## config.mk

```make
export PLATFORM = sky130hd
export DESIGN_NAME = pipelined_adder
export DESIGN_NICKNAME = d
export VERILOG_FILES = /design/src/rtl/pipelined_adder.sv
export SDC_FILE = /design/constraint.sdc
export NUM_CORES = 1
export LEC_CHECK = 0
export ABC_AREA = 1
export BUFFER_PORTS_ARGS = -buffer_cell sky130_fd_sc_hd__buf_2
export CORE_MARGIN = 2
export CORE_UTILIZATION = 56
export CTS_BUF_LIST = sky130_fd_sc_hd__clkbuf_8
export DETAILED_ROUTE_END_ITERATION = 8
export GPL_TIMING_DRIVEN = 0
export PLACE_DENSITY = 0.86
export SLEW_MARGIN = 20
export SYNTH_ARGS = -nofsm -noshare
export SYNTH_HDL_FRONTEND = slang
export SYNTH_SLANG_ARGS = --single-unit
```

## constraint.sdc

```tcl
create_clock -name clk -period 3.8 [get_ports clk]
set_input_delay 0.76 -clock clk [delete_from_list [all_inputs] [get_ports clk]]
set_output_delay 0.76 -clock clk [all_outputs]
set_load 0.02 [all_outputs]
```

## src/rtl/pipelined_adder.sv

```systemverilog
// Carry-pipelined adder, one SEG_WIDTH segment per stage with valid/ready flow.
// Define ADDER_SUB_EN to add the sub port (a - b - c_in mode).
module pipelined_adder #(
   parameter int WIDTH     = 8,
   parameter int SEG_WIDTH = 4
) (
   input  logic             clk,
   input  logic             rst_n,
   input  logic             in_valid,
   output logic             in_ready,
   input  logic [WIDTH-1:0] a,
   input  logic [WIDTH-1:0] b,
   input  logic             c_in,
`ifdef ADDER_SUB_EN
   input  logic             sub,
`endif
   output logic             out_valid,
   input  logic             out_ready,
   output logic [WIDTH-1:0] sum,
   output logic             c_out,
   output logic             ovf
);

   localparam int STAGES = WIDTH / SEG_WIDTH;

   logic             advance;
   logic [WIDTH-1:0] b_eff;
   logic             c_eff;

`ifdef ADDER_SUB_EN
   assign b_eff = sub ? ~b : b;
   assign c_eff = sub ? ~c_in : c_in;
`else
   assign b_eff = b;
   assign c_eff = c_in;
`endif

   // x carries a in unprocessed segments and sum bits in finished ones;
   // b shrinks as its low segment is consumed.
   for (genvar s = 0; s < STAGES; s++) begin : g_st
      localparam int RW = WIDTH - s * SEG_WIDTH;

      logic [WIDTH-1:0]   x_i;
      logic [RW-1:0]      b_i;
      logic               c_i;
      logic               v_i;
      logic [SEG_WIDTH:0] seg_sum;
      logic [WIDTH-1:0]   x_d;
      logic [WIDTH-1:0]   x_q;
      logic               c_q;
      logic               v_q;

      if (s == 0) begin : g_src
         assign x_i = a;
         assign b_i = b_eff;
         assign c_i = c_eff;
         assign v_i = in_valid;
      end else begin : g_src
         assign x_i = g_st[s-1].x_q;
         assign b_i = g_st[s-1].g_nxt.b_q;
         assign c_i = g_st[s-1].c_q;
         assign v_i = g_st[s-1].v_q;
      end

      assign seg_sum = {1'b0, x_i[s*SEG_WIDTH +: SEG_WIDTH]}
                     + {1'b0, b_i[SEG_WIDTH-1:0]}
                     + {{SEG_WIDTH{1'b0}}, c_i};

      always_comb begin
         x_d = x_i;
         x_d[s*SEG_WIDTH +: SEG_WIDTH] = seg_sum[SEG_WIDTH-1:0];
      end

      always_ff @(posedge clk or negedge rst_n) begin
         if (!rst_n) begin
            v_q <= 1'b0;
            c_q <= 1'b0;
            x_q <= '0;
         end else if (advance) begin
            v_q <= v_i;
            c_q <= seg_sum[SEG_WIDTH];
            x_q <= x_d;
         end
      end

      if (s == STAGES - 1) begin : g_last
         logic ovf_d;
         logic ovf_q;

         // same-sign operands giving a differently signed result
         assign ovf_d = (x_i[WIDTH-1] == b_i[SEG_WIDTH-1])
                     && (seg_sum[SEG_WIDTH-1] != x_i[WIDTH-1]);

         always_ff @(posedge clk or negedge rst_n) begin
            if (!rst_n) ovf_q <= 1'b0;
            else if (advance) ovf_q <= ovf_d;
         end
      end else begin : g_nxt
         logic [RW-SEG_WIDTH-1:0] b_q;

         always_ff @(posedge clk or negedge rst_n) begin
            if (!rst_n) b_q <= '0;
            else if (advance) b_q <= b_i[RW-1:SEG_WIDTH];
         end
      end
   end

   assign out_valid = g_st[STAGES-1].v_q;
   assign sum       = g_st[STAGES-1].x_q;
   assign c_out     = g_st[STAGES-1].c_q;
   assign ovf       = g_st[STAGES-1].g_last.ovf_q;
   assign advance   = ~(out_valid & ~out_ready);
   assign in_ready  = advance;

endmodule

```

After elaboration in Yosys (flattened, before gate mapping):

Index checks and enable logic that the tools add are counted.

* register bits: 25
* latch bits: 0
* output and inout bits: 12
* RAM bits: 0
* logic and storage cells: 18
* ROM bits: 0
* input bits: 21
* memories kept: 0

* shift-type cells: 0
* bitwise logic cells: 3
* reductions and logical operators: 1
* magnitude comparators: 0
* add/sub/neg operators: 4
* eq/ne operators: 2
* divide/modulo/power cells: 0
* multiplexer cells: 0
* $mul: 0

Operators by type and width (count)
* $add A4 B4 Y5: 2
* $add A5 B1 Y5: 2
* $not A1 Y1: 2
* $and A1 B1 Y1: 1
* $eq A1 B1 Y1: 1
* $logic_and A1 B1 Y1: 1
* $ne A1 B1 Y1: 1

Depth between registers and ports, before layout:

* depth after elaboration: 4
* depth in mapped cells: 8
* depth with buffers taken out: 8

Worst setup path after synthesis:

OpenSTA, ideal clock, no wires.

* path kind: input -> output
* start point: input out_ready
* end point: output in_ready
* path buffers: 1
* arrival time: 1.150 ns
* path slack: 1.890 ns
* required time: 3.040 ns
* stages on the path: 3
* path through: nor2_4 inv_2 buf_4

* word-level cells in the longest chain between the ends: 3

Ends and longest elaborated chain
* start, declared: line 18 `input logic out_ready,`
* $not A1 Y1: line 112 `assign advance = ~(out_valid & ~out_ready);`
* $and A1 B1 Y1: line 112
* $not A1 Y1: line 112
* end, declared: line 10 `output logic in_ready,`

Every way passes these cells.

Final worst setup path:

Same ends and word-level chain as after synthesis.

==> parameters.txt <==
Parameter                              Value

CTS
  Clock-pin slew reported for the worst setup and hold paths after clock tree synthesis    about 0.08 ns
  CTS H-Tree Depth    1
  Postcts setup bufs    0
  Number of clock sinks    25
  Post-CTS sizing    0
  Buffer type at the clock tree root    clkbuf_8
  Maximum clock path buffer count    2
  Clock latency reported for the late side of the worst-skew pair    between 0.2 and 0.3 ns
  Hold-fix buffers, CTS    0
  Number of CTS-inserted buffers    3
  Clock tree from TritonCTS    yes

Routing
  Detailed-route DRC error count    0
  Number of DRC violations after detailed-routing iteration 0    23
  Detailed Routing Iterations Pass 1    4
  Routed vias    1,081
  Number of vias per cell    about 5.1
  Routed wire length    approximately 2600 µm
  Routed length per instance    about 12 µm
  Detail Route Antenna Nets    0

STA
  Slew at the pin with the worst max-slew slack    0.5396 ns
  Number of max-slew violations in the final report    0
  Final hold violation count    0
  Share of the clock period used by the worst path    60.01%
  Sum of negative setup slack    0 ns
  Worst setup skew after layout    approximately 0.0017 ns
  Relative slew slack    roughly 64%
  Worst hold margin    about 0.47 ns
  Minimum period implied by the final worst setup slack    approximately 2.3 ns
  RSZ-0062 raised after global routing    no
  Peak clock frequency supported by timing    between 400 and 500 MHz
  Final setup violation count    0

Global route
  Overflow after GRT    0
  Antenna violations before repair    0
  Number of global-route vias before repair    1,140
  Pin count of the biggest net entering global routing    26
  First-pass GRT wire length    4581 µm
  Overall routing resource usage    about a quarter

Place
  HPWL reported at the end of detailed placement    approximately 2000 µm
  Placed inst area    approximately 0.0015 mm²
  Final Wtd Congestion    about 0.89
  Number of port buffers    32

Worst setup path
  Worst reg2reg setup slack    between 2 and 2.5 ns
  Max FO, Critical Path    10
  Kind of critical path    input port to primary output
  Number of cell instances on the worst register-to-register path    4
  Worst setup EP type    primary output
  Startpoint class of the critical path    input port
  Critical path data arrival time    between 1.5 and 2 ns
  Data required time of the worst path    3.04 ns

Status
  Outcome    completed

Floorplan
  Die Area    between 0.002 and 0.003 mm²
  Starting density of the core    58.07%
  Horizontal die dimension    approximately 51 µm
  Core outline area    approximately 0.0022 mm²
  Row cnt    17
  Count of boundary I/O pins    33
  Die Y-Extent    ~51 µm

Logic synthesis
  Post-synthesis cell type count    16
  Post-synthesis instance area    about 0.0013 mm²
  Cell count after synthesis    between 100 and 150
  Syn Nets    180
  Syn avg cell area    between 8 and 9 µm²
  Dominant cells by area after synthesis    dfrtp_1 50%, nand2_1 18%, fa_1 6.4%
  Area leader, netlist    dfrtp_1
  Portion of synthesized cell area occupied by the leading cell type    49.65%
  Total number of yosys warnings    0
  Number of storage elements in the synthesis netlist    25
  Portion of the post-synthesis area used by sequential elements    slightly below 50%

Cells and area
  # nets final    between 200 and 250
  Antenna fix cells    0
  Number of fillers in the final layout    between 150 and 200
  Fraction of final layout cells with drive strength greater than 1    22.70%
  Layout overhead on the synthesized area    19.17%
  Design area    between 0.0015 and 0.002 mm²

Power
  Reg power frac    46.2%
  Final Total Pwr    ~0.00077 W
  Internal power    ~0.00049 W
  Clk network pwr share    roughly 20%
  Worst-case vdd ir drop    between 0.2 and 0.25 mV
  Share of total power consumed by net switching    ~36%
  PwrDens    515.6 mW/mm²
  Static leakage    0.8618 nW
  Combinational power share    33.7%
  Switching power of the nets    0.0002800 W

Hold path
  Worst min-delay path class    input port to asynchronous set/reset pin

Run
  # Max-Cap Violations    0
power by group through the flow:
stage | Clock [W] | Sequential, W | Combinational [W]
after floorplan | 0 | 0.000407 | 0.000125
after global placement | 0 | 0.000360 | 0.000249
after detailed placement | 0 | 0.000363 | 0.000261
after CTS | 0.000159 | 0.000359 | 0.000263
after global routing | 0.000169 | 0.000368 | 0.000295
final | 0.000156 | 0.000358 | 0.000261
critical path, stage by stage:
cell and delay [ns]:
buf_2 0.11, nor2_4 0.16, inv_2 0.12, buf_4 0.19, buf_2 0.16
per-layer routing:
layer / global-route usage, % / wire length (µm)
met3: 3.801 / 140
met4: 14.47 / 65
met2: 39.96 / 1338
met1: 28.24 / 1059
met5: 0 / 0
placed cells by master (no fill, tap or decap):
cell type | Yosys | final
inv_1 | 15 | 15
inv_2 | 1 | 1
buf_2 | 1 | 33
nand2_1 | 62 | 62
ha_1 | 6 | 6
clkbuf_8 | 0 | 3
nor2_4 | 1 | 1
clkinv_2 | 0 | 1
nor2_1 | 10 | 10
or2_0 | 1 | 1
o21ai_0 | 4 | 4
nand3_1 | 8 | 8
fa_1 | 4 | 4
o21ai_1 | 4 | 4
buf_6 | 1 | 1
buf_4 | 2 | 2
dfrtp_1 | 25 | 25
a21oi_1 | 4 | 4
cell usage after synthesis:
cell     number
nand3_1       8
o21ai_1       4
buf_4         2
fa_1          4
nand2_1      62
inv_1        15
dfrtp_1      25
o21ai_0       4
ha_1          6
or2_0         1
buf_6         1
buf_2         1
nor2_1       10
a21oi_1       4
nor2_4        1
inv_2         1
kinds of logic (layout without fill, tap and decap cells):
logic type      Yosys count  after routing  synth area share, %
simple gates             82             82                26.02
fa+ha+maj                10             10                12.31
buf+inv                  20             56                7.248
flops                    25             25                49.65
compound gates           12             12                4.767
cell type report:
cell class	instances	area, µm²	share of cell area (%)
clock inverters	1	5.005	0.3333
inverters	16	60.06	4.000
well taps	28	35.03	2.333
plain buffers	4	31.28	2.083
clock buffers	3	41.29	2.750
repair buffers	32	160.2	10.67
multi-input cells	104	543.0	36.17
flip-flops and latches	25	625.6	41.67
per-stage QoR:
step           utilization (%)  worst slack, ns  cells
6_report                 69.20            1.519    213
5_1_grt                  69.20            1.488    213
3_3_place_gp             67.07            1.549    209
4_1_cts                  69.20            1.515    213
3_5_place_dp             67.07            1.521    209
2_1_floorplan                -            1.890    149
flip-flops by register name, summed over array words and instances, names as in the netlist:
| name | cells |
|---|---|
| out_valid | 1 |
| g_st.v_q | 1 |
| g_st.c_q | 1 |
| ovf | 1 |
| c_out | 1 |
| g_st.g_nxt.b_q | 4 |
| sum | 8 |
| g_st.x_q | 8 |
final timing paths:
path | from | endpoint
worst min register to register | g_st[0].v_q | out_valid
worst max-delay path | out_ready | in_ready
max in group asynchronous | rst_n | g_st[0].g_nxt.b_q[1]
worst max register to register | g_st[0].x_q[4] | sum[5]
min in group clk | g_st[0].v_q | out_valid
worst min-delay path | rst_n | g_st[0].g_nxt.b_q[3]
No activity file was read; power rests on OpenSTA's default activity.
